### src/rtl/tff_bist_pkg.sv
// Shared types and LFSR helpers for the T flip-flop self-test engine.
package tff_bist_pkg;

  localparam int               LFSR_W    = 8;
  localparam logic [LFSR_W-1:0] LFSR_TAPS = 8'hB8;

  typedef enum logic [2:0] {
    IDLE,
    RST_DUT,
    RUN,
    DRAIN,
    DONE
  } state_t;

  // Galois right-shift step: feed the outgoing LSB back through the tap mask.
  function automatic logic [LFSR_W-1:0] lfsr_next(input logic [LFSR_W-1:0] s);
    return (s >> 1) ^ (s[0] ? LFSR_TAPS : '0);
  endfunction

endpackage

### src/rtl/tff_bist_lfsr.sv
// Toggle-pattern LFSR: reloads SEED on request, steps only when advanced.
module tff_bist_lfsr
  import tff_bist_pkg::*;
#(
  parameter logic [LFSR_W-1:0] SEED = 8'hA5
) (
  input  logic clk,
  input  logic rst,
  input  logic i_load,
  input  logic i_adv,
  output logic o_lsb
);

  logic [LFSR_W-1:0] r_state;

  always_ff @(posedge clk or posedge rst) begin
    if (rst) begin
      r_state <= SEED;
    end else if (i_load) begin
      r_state <= SEED;
    end else if (i_adv) begin
      r_state <= lfsr_next(r_state);
    end
  end

  assign o_lsb = r_state[0];

endmodule

### src/rtl/tff_bist.sv
// Stimulus/check engine for a T flip-flop: drives t/rst, tracks a golden q,
// and counts (saturating) cycles where the DUT q disagrees.
module tff_bist
  import tff_bist_pkg::*;
#(
  parameter int               NUM_VECTORS = 64,
  parameter int               RST_CYCLES  = 2,
  parameter int               INJ_PERIOD  = 16,
  parameter logic [LFSR_W-1:0] SEED        = 8'hA5,
  parameter int               ERR_W       = 8
) (
  input  logic             clk,
  input  logic             rst,
  input  logic             start,
  output logic             busy,
  output logic             done,
  output logic             pass,
  output logic [ERR_W-1:0] err_count,
  output logic             tff_t,
  output logic             tff_rst,
  input  logic             tff_q
);

  localparam int CNT_MAX0 = (NUM_VECTORS > RST_CYCLES) ? NUM_VECTORS : RST_CYCLES;
  localparam int CNT_MAX  = (CNT_MAX0 > 2) ? CNT_MAX0 : 2;
  localparam int CNT_W    = $clog2(CNT_MAX);
  localparam int INJ_W    = (INJ_PERIOD > 1) ? $clog2(INJ_PERIOD) : 1;
  localparam logic [ERR_W-1:0] ERR_MAX = '1;

  state_t           r_state;
  logic [CNT_W-1:0] r_cnt;
  logic [INJ_W-1:0] r_inj;
  logic             r_busy;
  logic             r_done;
  logic             r_pass;
  logic [ERR_W-1:0] r_err;
  logic             r_tff_t;
  logic             r_tff_rst;
  logic             r_exp_q;
  logic             r_chk_en;

  logic             w_inj;
  logic             w_load;
  logic             w_adv;
  logic             w_lfsr_lsb;
  logic [ERR_W-1:0] w_err_next;

  assign w_inj  = (INJ_PERIOD != 0) && (r_inj == INJ_W'(INJ_PERIOD - 1));
  assign w_load = (r_state == IDLE) && start;
  assign w_adv  = (r_state == RUN) && !w_inj;

  // The final drain compare lands on the DONE edge, so pass must see it too.
  assign w_err_next = (r_chk_en && (tff_q != r_exp_q) && (r_err != ERR_MAX))
                      ? r_err + ERR_W'(1) : r_err;

  tff_bist_lfsr #(.SEED(SEED)) u_lfsr (
    .clk    (clk),
    .rst    (rst),
    .i_load (w_load),
    .i_adv  (w_adv),
    .o_lsb  (w_lfsr_lsb)
  );

  always_ff @(posedge clk or posedge rst) begin
    if (rst) begin
      r_state   <= IDLE;
      r_cnt     <= '0;
      r_inj     <= '0;
      r_busy    <= 1'b0;
      r_done    <= 1'b0;
      r_pass    <= 1'b0;
      r_err     <= '0;
      r_tff_t   <= 1'b0;
      r_tff_rst <= 1'b1;
      r_exp_q   <= 1'b0;
      r_chk_en  <= 1'b0;
    end else begin
      r_done   <= 1'b0;
      r_exp_q  <= r_tff_rst ? 1'b0 : (r_exp_q ^ r_tff_t);
      r_chk_en <= !r_tff_rst && ((r_state == RUN) || (r_state == DRAIN));
      r_err    <= w_err_next;
      case (r_state)
        IDLE: begin
          r_tff_t   <= 1'b0;
          r_tff_rst <= 1'b1;
          if (start) begin
            r_state <= RST_DUT;
            r_busy  <= 1'b1;
            r_pass  <= 1'b0;
            r_err   <= '0;
            r_cnt   <= '0;
          end
        end
        RST_DUT: begin
          r_tff_t   <= 1'b0;
          r_tff_rst <= 1'b1;
          if (r_cnt == CNT_W'(RST_CYCLES - 1)) begin
            r_state <= RUN;
            r_cnt   <= '0;
            r_inj   <= '0;
          end else begin
            r_cnt <= r_cnt + CNT_W'(1);
          end
        end
        RUN: begin
          if (w_inj) begin
            r_tff_t   <= 1'b0;
            r_tff_rst <= 1'b1;
            r_inj     <= '0;
          end else begin
            r_tff_t   <= w_lfsr_lsb;
            r_tff_rst <= 1'b0;
            r_inj     <= r_inj + INJ_W'(1);
          end
          if (r_cnt == CNT_W'(NUM_VECTORS - 1)) begin
            r_state <= DRAIN;
            r_cnt   <= '0;
          end else begin
            r_cnt <= r_cnt + CNT_W'(1);
          end
        end
        DRAIN: begin
          r_tff_t   <= 1'b0;
          r_tff_rst <= 1'b0;
          if (r_cnt == CNT_W'(1)) begin
            r_state <= DONE;
            r_cnt   <= '0;
          end else begin
            r_cnt <= r_cnt + CNT_W'(1);
          end
        end
        DONE: begin
          r_done    <= 1'b1;
          r_busy    <= 1'b0;
          r_pass    <= (w_err_next == '0);
          r_tff_t   <= 1'b0;
          r_tff_rst <= 1'b1;
          r_state   <= IDLE;
        end
        default: r_state <= IDLE;
      endcase
    end
  end

  assign busy      = r_busy;
  assign done      = r_done;
  assign pass      = r_pass;
  assign err_count = r_err;
  assign tff_t     = r_tff_t;
  assign tff_rst   = r_tff_rst;

endmodule

### config.mk
export PLATFORM = sky130hd
export DESIGN_NAME = tff_bist
export DESIGN_NICKNAME = d
export VERILOG_FILES = /design/src/rtl/tff_bist_pkg.sv /design/src/rtl/tff_bist_lfsr.sv /design/src/rtl/tff_bist.sv
export SDC_FILE = /design/constraint.sdc
export NUM_CORES = 1
export LEC_CHECK = 0
export CAP_MARGIN = 40
export CELL_PAD_IN_SITES_DETAIL_PLACEMENT = 1
export CELL_PAD_IN_SITES_GLOBAL_PLACEMENT = 2
export CORE_ASPECT_RATIO = 0.8
export CORE_UTILIZATION = 36
export DETAILED_ROUTE_END_ITERATION = 7
export GPL_ROUTABILITY_DRIVEN = 0
export GPL_TIMING_DRIVEN = 0
export PLACE_DENSITY_LB_ADDON = 0.1
export SETUP_SLACK_MARGIN = 0.5
export SLEW_MARGIN = 20
export SYNTH_ARGS = -nofsm -noshare
export SYNTH_HDL_FRONTEND = slang
export SYNTH_SLANG_ARGS = --single-unit
### constraint.sdc
create_clock -name clk -period 2.11 [get_ports clk]
set_clock_uncertainty 0.1 [all_clocks]
set_input_delay 0.633 -clock clk [delete_from_list [all_inputs] [get_ports clk]]
set_output_delay 0.633 -clock clk [all_outputs]
set_load 0.02 [all_outputs]
==> flow_summary.ini, run 1 <==
[status]
status = finished, final reports clean

[grt]
grt_pass1_vias = 1750
track_usage = 0.203
grt_overflow = 0
grt_pass1_wl_mm = 8.72
grt_max_degree = 27
antenna_found_initial = 0

[timing]
hold_ws_ns = 0.390
worstMarginPinSlew_ns = 0.319
worst_slack_ns = 0.402
hold_viol = 0
max_slew_margin = 0.787
fmax_ghz = 0.586
setup_viol = 0
fin_crit_ns = 1.71
rsz0062_at_grt = yes
finalMaxSlewViolations = 0
fin_crit_sh = 0.809

[detailed_routing]
drt-total-wl_mm = 5.50
ant_nets = 0
wire_per_inst_um = 17.2
drt-pass1-iter-count = 4
viasPerCell = 5.29
via_count = 1687
first_iter_violations = 68
drc = 0

[clock_tree]
clk_path_buf_depth = 2
cts_root_buffer = clkbuf_8
cts_tree = done
clk-insertion-delay-late_ns = 0.29
cts.clk_slew.worst_paths_ns = 0.08
numCtsBuffers = 5
htree_levels = 2
hold_buffers = 0
cts_sinks = 36

[layout]
final_util = 0.548
layout.nets = 264
drive_above_1_share = 0.471
antennaDiodeCount = 0
final_area_sq_um = 2760
area_growth_pct = 45.3

[worst_setup_path]
crit_chain = buf_6
required_ns = 1.38
critPathMaxStageDelay_ns = 0.56
crit_buf_inv = 1
crit_type = reg2out
crit_arrival_ns = 0.97
crit_path_end_kind = output pin
cp_slowest_cell = dfstp_2
cp_max_fo = 2
cp-start-kind = register
cpLargestDelayFamily = flip-flops

[floorplan]
die-width_um = 83.2
dieArea_sq_um = 5570
rows = 23
die_h_um = 66.9
core_sq_um = 5040
ioPinCount = 17
start_util = 0.377

[place]
dp_hpwl_mm = 3.35
postPlaceCellArea_sq_um = 2180
pre_cts_ws_ns = -0.312
io_buffers = 16

[power_and_ir_drop]
leakage_uw = 0.00124
finalPower_uw = 3400
ir_worst_vdd_mv = 0.603
power.density_nw_per_um2 = 1230

[synth]
synth_edf_count = 0
async_flop_share = 1.00
syn_avg_cell_area_sq_um = 9.44
synth_flop_cell = dfrtp_1
ys_top_cells_by_count = 31 x dfrtp_1, 28 x nand2_1, 19 x nor2_1, 11 x a21oi_1, 10 x nand3_1
synth_top_area_share = 0.409
yosysWarnings = 0
synth_most_common_cell = dfrtp_1
ys_types = 47
ys_seq_elements = 36
synth_area_leader_cell = dfrtp_1
yosys-top-cells-area = dfrtp_1 41%, dfstp_2 6.9%, nand2_1 5.5%
ys_seq_area_frac = 0.478
synth_fp_nets = 209
synth_cells = 201
syn-cell-area_sq_um = 1900

[flow_run]
cap_violations = 0

[min_path]
min_path_type = reg2reg
## through the flow
step | std cells | setup TNS, ns
detailed placement | 280 | -3.22
finish | 319 | 0
CTS | 308 | 0
global route | 319 | 0
floorplan | 201 | 0
global placement | 279 | -12.12
## where the power goes
part	internal (uW)	total [uW]	switching, uW
clock network	261	526	265
logic	852	1720	873
registers	950	1150	203
total	2060	3400	1340
## worst reg2reg max path, cell delays in order (launching register included)
cell     delay (ns)
dfrtp_2        0.42
buf_4          0.17
or2_2          0.32
o22ai_2        0.14
and3_2         0.20
o21ai_1        0.07
o31ai_2        0.17
## state kept, by name, indices dropped and copies added (netlist names), 3 cells and up
| register | flops |
|---|---|
| err_count | 8 |
| u_lfsr.r_state | 8 |
| r_cnt | 6 |
| r_inj | 4 |
| r_state | 3 |
## kinds of logic (layout without fill, tap and decap cells)
group,after synthesis,after routing,synth area share
AND/OR/NAND/NOR,95,95,0.265
multiplexers,2,2,0.0105
adder cells (fa/ha/maj),4,4,0.0264
buffers and inverters,13,69,0.0376
XOR/XNOR,9,9,0.0415
AO/OA/AOI/OAI,42,42,0.141
flip-flops,36,36,0.478
## layer usage
| metal | track usage | vias up | routed length, um |
|---|---|---|---|
| li1 | - | 817 | - |
| met1 | 0.262 | 853 | 2590 |
| met2 | 0.341 | 12 | 2750 |
| met3 | 0.0446 | 5 | 106 |
| met4 | 0.0647 | 0 | 53 |
| met5 | 0 | - | 0 |
## area by class of cell
type                    instances  area (sq um)
plain buffers                   9          77.6
repair buffers                 48           419
flip-flops and latches         36           920
clock buffers                   6          82.6
inverters                       4          15.0
clock inverters                 2          10.0
well taps                      62          77.6
fillers                       561          2280
multi-input cells             152          1160
## layout by cell type, fill, tap and decap left out, types with 3 or more instances in the layout
| master | Yosys | final |
|---|---|---|
| a31oi_1 | 4 | 3 |
| nor2_1 | 19 | 16 |
| buf_6 | 2 | 17 |
| dfstp_2 | 5 | 5 |
| a21oi_1 | 11 | 8 |
| xnor2_1 | 6 | 5 |
| dfrtp_1 | 31 | 21 |
| a22o_1 | 3 | 3 |
| o21ai_1 | 4 | 4 |
| and3_4 | 0 | 6 |
| nor2b_1 | 3 | 3 |
| buf_4 | 1 | 27 |
| clkbuf_8 | 0 | 6 |
| nand2_1 | 28 | 27 |
| nand3_2 | 1 | 3 |
| o21ai_0 | 7 | 5 |
| nand4_1 | 3 | 3 |
| buf_2 | 3 | 6 |
| nand3_1 | 10 | 6 |
| dfrtp_2 | 0 | 10 |
| nor3_1 | 4 | 4 |
## what timing repair did
action | 4_1_cts | 5_1_grt
cloned | 0 | 0
endpoints found under the hold margin | 0 | 0
endpoints found under the setup margin | 38 | 34
buffers inserted | 20 | 11
pin swaps | 15 | 20
gates resized for setup | 98 | 41
## final timing paths
path                                   startpoint                             to  slack [ns]  depth (start not counted)
hold / removal                   busy$_DFFE_PP0P_               busy$_DFFE_PP0P_        0.39                          2
min in group asynchronous                     rst           r_cnt[3]$_DFFE_PP0P_        0.49                          2
setup reg to reg           err_count[3]$_DFF_PP0_               pass$_DFFE_PP0P_        0.43                          6
setup / recovery              tff_rst$_DFFE_PP1P_                        tff_rst        0.40                          1
max in group asynchronous                     rst  u_lfsr.r_state[7]$_DFFE_PP1P_        0.91                          3
hold reg to reg                  busy$_DFFE_PP0P_               busy$_DFFE_PP0P_        0.39                          2
Note: power is estimated with default switching activity, not from simulation.
==> run 2, diff against run 1 <==
--- a/config.mk
+++ b/config.mk
@@ -9,7 +9,7 @@
 export CELL_PAD_IN_SITES_DETAIL_PLACEMENT = 1
 export CELL_PAD_IN_SITES_GLOBAL_PLACEMENT = 2
 export CORE_ASPECT_RATIO = 0.8
-export CORE_UTILIZATION = 36
+export CORE_UTILIZATION = 32
 export DETAILED_ROUTE_END_ITERATION = 7
 export GPL_ROUTABILITY_DRIVEN = 0
 export GPL_TIMING_DRIVEN = 0
==> constraint.sdc (replaced) <==
create_clock -name clk -period 1.55 [get_ports clk]
set_clock_uncertainty 0.1 [all_clocks]
set_input_delay 0.465 -clock clk [delete_from_list [all_inputs] [get_ports clk]]
set_output_delay 0.465 -clock clk [all_outputs]
set_load 0.02 [all_outputs]
==> flow_summary.ini, run 2 (synthesis gave the netlist of run 1 again) <==
[clock_tree]
cts_tree = done
hold_buffers = 0
cts_root_buffer = clkbuf_8
clk-insertion-delay-late_ns = 0.29
numCtsBuffers = 5
cts.clk_slew.worst_paths_ns = 0.07
htree_levels = 2
clk_path_buf_depth = 2
cts_sinks = 36

[floorplan]
ioPinCount = 17
die_h_um = 70.9
start_util = 0.340
die-width_um = 88.1
dieArea_sq_um = 6250
core_sq_um = 5590
rows = 24

[power_and_ir_drop]
leakage_uw = 0.00148
finalPower_uw = 5600
seqPwrFrac = 0.286
ir_worst_vdd_mv = 0.789
clockPowerShare = 0.148
p_sw_frac = 0.384
cellInternalPower_uw = 3450
p_sw_uw = 2150
power.density_nw_per_um2 = 1680
comb_power_share = 0.566

[grt]
grt_pass1_wl_mm = 10.9
grt_overflow = 0
grt_pass1_vias = 2075
antenna_found_initial = 0
grt_max_degree = 17
track_usage = 0.236

[timing]
fin_crit_sh = 1.09
worst_slack_ns = -0.143
hold_viol = 0
finalMaxSlewViolations = 0
fin_crit_ns = 1.69
worstMarginPinSlew_ns = 0.364
max_slew_margin = 0.756
rsz0062_at_grt = yes
fmax_ghz = 0.591
hold_ws_ns = 0.401
fin_tns_setup_ns = -1.15
setup_viol = 17

[layout]
drive_above_1_share = 0.626
seq_area_sq_um = 918
area_growth_pct = 75.1
layout.nets = 296
antennaDiodeCount = 0
multi_input_comb_area_sq_um = 1320
nFillCells = 587
final_cell_mix = 43 x buf_4, 35 x buf_6, 22 x dfrtp_1
mostFrequentLayoutCell = buf_4
final_util = 0.595

[detailed_routing]
drt-total-wl_mm = 6.85
drc = 0
viasPerCell = 5.10
via_count = 1870
first_iter_violations = 53
wire_per_inst_um = 18.7
drt-pass1-iter-count = 6
ant_nets = 0

[min_path]
min_path_type = reg2reg

[place]
io_buffers = 16
pre_cts_ws_ns = -0.669
dp_hpwl_mm = 3.48

[worst_setup_path]
crit_type = reg2reg
crit_buf_inv = 1
crit_arrival_ns = 1.79
required_ns = 1.65
cpLargestDelayFamily = compound AO/OA/AOI/OAI gates
cp-start-kind = register
cp_max_fo = 5
critPathMaxStageDelay_ns = 0.42
crit_path_end_kind = register
crit_chain = ha_4 > nand3_4 > o211a_1 > buf_6 > nor4_4 > a21oi_2 > o31ai_2
cp_slowest_cell = dfrtp_2

[status]
status = finished with violations
violations = setup timing

[flow_run]
cap_violations = 0
run 2: power groups by stage:
stage	logic (uW)	registers (uW)	clock network, uW
after floorplan	1310	1600	0
after global placement	1740	1580	0
after detailed placement	1810	1600	0
after CTS	2750	1540	849
after global routing	3410	1630	877
final	3170	1600	829
run 2: layer usage:
layer / share of wire / global-route usage
met4: 0.0089 / 0.0538
met5: 0 / 0
met2: 0.53 / 0.410
met3: 0.021 / 0.0537
met1: 0.44 / 0.300
run 2: timing repair:
action	CTS	global route
gates resized for setup	139	28
gates cloned	2	0
endpoints found under the setup margin	83	48
buffers inserted	50	12
pin swaps	34	21
run 2: per-stage QoR:
step | cells | area [sq um]
2_1_floorplan | 201 | 2070
3_3_place_gp | 295 | 2330
3_5_place_dp | 295 | 2330
4_1_cts | 355 | 3120
5_1_grt | 367 | 3320
6_report | 367 | 3320
run 2: worst paths after layout:
path / startpoint / endpoint / slack (ns) / depth (start not counted)
setup reg to reg: err_count[1]$_DFF_PP0_ / pass$_DFFE_PP0P_ / -0.14 / 7
max in group asynchronous: rst / u_lfsr.r_state[7]$_DFFE_PP1P_ / 0.60 / 3
setup / recovery: err_count[1]$_DFF_PP0_ / pass$_DFFE_PP0P_ / -0.14 / 7
hold reg to reg: u_lfsr.r_state[5]$_DFFE_PP1P_ / u_lfsr.r_state[5]$_DFFE_PP1P_ / 0.40 / 2
min in group asynchronous: rst / err_count[4]$_DFF_PP0_ / 0.53 / 3
hold / removal: u_lfsr.r_state[5]$_DFFE_PP1P_ / u_lfsr.r_state[5]$_DFFE_PP1P_ / 0.40 / 2
run 2: tightest hold or removal path, stage by stage (launching register included):
cell and delay, ns:
dfstp_2 0.38, nand2_1 0.05, o211ai_1 0.07
run 2: final cells by class:
type | instances | area share
Sequential cell | 36 | 0.276
Multi-Input combinational cell | 152 | 0.396
Tap cell | 78 | 0.0294
Timing Repair inverter | 1 | 0.00226
Inverter | 4 | 0.00677
Timing Repair Buffer | 79 | 0.227
Clock buffer | 6 | 0.0218
Buffer | 9 | 0.0309
Clock inverter | 2 | 0.0105
==> run 3, diff against run 2 <==
--- a/config.mk
+++ b/config.mk
@@ -9,7 +9,7 @@
 export CELL_PAD_IN_SITES_DETAIL_PLACEMENT = 1
 export CELL_PAD_IN_SITES_GLOBAL_PLACEMENT = 2
 export CORE_ASPECT_RATIO = 0.8
-export CORE_UTILIZATION = 32
+export CORE_UTILIZATION = 37
 export DETAILED_ROUTE_END_ITERATION = 7
 export GPL_ROUTABILITY_DRIVEN = 0
 export GPL_TIMING_DRIVEN = 0
@@ -18,4 +18,5 @@
 export SLEW_MARGIN = 20
 export SYNTH_ARGS = -nofsm -noshare
 export SYNTH_HDL_FRONTEND = slang
+export SYNTH_HIERARCHICAL = 1
 export SYNTH_SLANG_ARGS = --single-unit
==> constraint.sdc (replaced) <==
create_clock -name clk -period 1.8 [get_ports clk]
set_clock_uncertainty 0.1 [all_clocks]
set_input_delay 0.54 -clock clk [delete_from_list [all_inputs] [get_ports clk]]
set_output_delay 0.54 -clock clk [all_outputs]
set_load 0.02 [all_outputs]
==> flow_summary.ini, run 3 <==
[grt]
grt_pass1_vias = 1900
grt_pass1_wl_mm = 9.54
grt_max_degree = 29
track_usage = 0.223
grt_overflow = 0
antenna_found_initial = 0

[worst_setup_path]
required_ns = 1.88
cp-start-kind = register
crit_path_end_kind = register
crit_arrival_ns = 2.02
crit_type = reg2reg
cp_max_fo = 5

[status]
status = finished with violations
violations = setup timing

[min_path]
min_path_type = reg2reg

[timing]
hold_viol = 0
setup_viol = 9
worst_slack_ns = -0.147
fmax_ghz = 0.514
max_slew_margin = 0.649
fin_crit_sh = 1.08
rsz0062_at_grt = yes
worstMarginPinSlew_ns = 0.526
fin_crit_ns = 1.95
finalMaxSlewViolations = 0
fin_tns_setup_ns = -0.968

[layout]
final_util = 0.650
final_area_sq_um = 3290
final_cell_mix = 38 x buf_4, 34 x buf_6, 20 x dfrtp_1
layout.nets = 289
mostFrequentLayoutCell = buf_4
antennaDiodeCount = 0
area_growth_pct = 66.4
drive_above_1_share = 0.603
final_cell_count_no_fill = 344

[clock_tree]
htree_levels = 2
numCtsBuffers = 5
hold_buffers = 0
clk_path_buf_depth = 2
clk-insertion-delay-late_ns = 0.30
cts_tree = done
cts_sinks = 36
cts.clk_slew.worst_paths_ns = 0.08
cts_root_buffer = clkbuf_8

[place]
numPlacedInstances = 275
postPlaceCellArea_sq_um = 2350
dp_hpwl_mm = 3.33
pre_cts_ws_ns = -0.579
io_buffers = 16

[floorplan]
ioPinCount = 17
rows = 23
die_h_um = 67.4
core_sq_um = 5060
start_util = 0.391
die-width_um = 83.8
dieArea_sq_um = 5640

[synth]
ys_types = 56
ys_seq_area_frac = 0.459
syn_avg_cell_area_sq_um = 10.0
synth_edf_count = 0
synth_cells = 197
yosysWarnings = 6
synth_top_area_share = 0.392
syn-cell-area_sq_um = 1980
synth_flop_cell = dfrtp_1
synth_fp_nets = 205
yosys-top-cells-area = dfrtp_1 39%, dfstp_2 6.6%, mux2i_1 4.0%
async_flop_share = 1.00
ys_top_cells_by_count = 31 x dfrtp_1, 19 x nand2_1, 19 x nor2_1, 8 x mux2i_1
synth_most_common_cell = dfrtp_1
synth_area_leader_cell = dfrtp_1
ys_seq_elements = 36

[detailed_routing]
drt-pass1-iter-count = 4
wire_per_inst_um = 19.9
via_count = 1927
ant_nets = 0
viasPerCell = 5.60
drc = 0
first_iter_violations = 72
drt-total-wl_mm = 6.83

[flow_run]
cap_violations = 0

[power_and_ir_drop]
leakage_uw = 0.00144
power.density_nw_per_um2 = 1540
ir_worst_vdd_mv = 0.817
==> run 3: cell types whose count changed after synthesis, sizes merged, moves of 3 or more <==
| cell | previous run | this run |
|---|---|---|
| nand2 | 28 | 19 |
| mux2i | 2 | 8 |
| a21oi | 11 | 6 |
| and3 | 9 | 4 |
| nand3 | 11 | 6 |
| nor3 | 4 | 8 |
| or2 | 4 | 0 |
| a22o | 3 | 0 |
| buf | 6 | 3 |
| clkbuf | 3 | 6 |
| inv | 4 | 7 |
==> run 3: kinds of logic (layout without fill, tap and decap cells) <==
kind of cell | count (synthesis) | in the layout | share of synthesized area
AND/OR/NAND/NOR | 82 | 82 | 0.224
AO/OA/AOI/OAI | 41 | 41 | 0.161
flip-flops | 36 | 36 | 0.459
buffers and inverters | 16 | 101 | 0.0360
XOR/XNOR | 9 | 9 | 0.0493
multiplexers | 9 | 9 | 0.0462
adder cells (fa/ha/maj) | 4 | 4 | 0.0253
==> run 3: worst paths after layout <==
kind	startpoint	slack [ns]	cells past startpoint	to
max reg2reg	r_cnt[5]$_DFFE_PP0P_	-0.15	4	r_inj[0]$_DFFE_PP0P_
min reg2reg	u_lfsr/r_state[1]$_DFFE_PP0P_	0.40	2	u_lfsr/r_state[0]$_DFFE_PP1P_
min in group asynchronous	rst	0.43	2	u_lfsr/r_state[6]$_DFFE_PP0P_
min	u_lfsr/r_state[1]$_DFFE_PP0P_	0.40	2	u_lfsr/r_state[0]$_DFFE_PP1P_
max in group asynchronous	rst	0.73	2	r_state[0]$_DFFE_PP0P_
max	r_cnt[5]$_DFFE_PP0P_	-0.15	4	r_inj[0]$_DFFE_PP0P_
==> run 3: metal layers <==
| metal | wire length, um | part of all wire | GRT usage |
|---|---|---|---|
| met1 | 3030 | 0.44 | 0.270 |
| met5 | 0 | 0 | 0 |
| met2 | 3510 | 0.51 | 0.400 |
| met3 | 203 | 0.030 | 0.0428 |
| met4 | 82 | 0.012 | 0.0847 |
==> run 3: repair_timing <==
| action | in CTS | in global routing |
|---|---|---|
| buffers inserted | 44 | 15 |
| gates cloned | 1 | 1 |
| gates resized for setup | 133 | 34 |
| endpoints found under the setup margin | 45 | 75 |
| pin swaps | 22 | 19 |
==> run 3: area by class of cell <==
type	instances	area (sq um)
buffer	9	106
clock buffer	6	72.6
clock inverter	2	35.0
fill	524	1770
inverter	7	27.5
multi-input combinational	145	1300
sequential	36	921
tap	62	77.6
timing repair buffer	77	753
==> run 3: worst max-delay path, cell delays in order (launching register included) <==
cell,delay [ns]
dfrtp_1,0.48
or4b_4,0.64
nor4_4,0.18
o21bai_2,0.14
mux2_4,0.28
==> run 3: metrics by stage <==
step	power, uW	hold WS (ns)
3_5_place_dp	2980	0.389
3_3_place_gp	2900	0.363
4_1_cts	4440	0.406
2_1_floorplan	2540	0.253
6_report	5060	0.403
5_1_grt	5340	0.418
==> run 3: power breakdown <==
part | switching [uW] | internal [uW] | total, uW
registers | 293 | 1110 | 1400
logic | 1350 | 1580 | 2930
clock network | 319 | 412 | 730
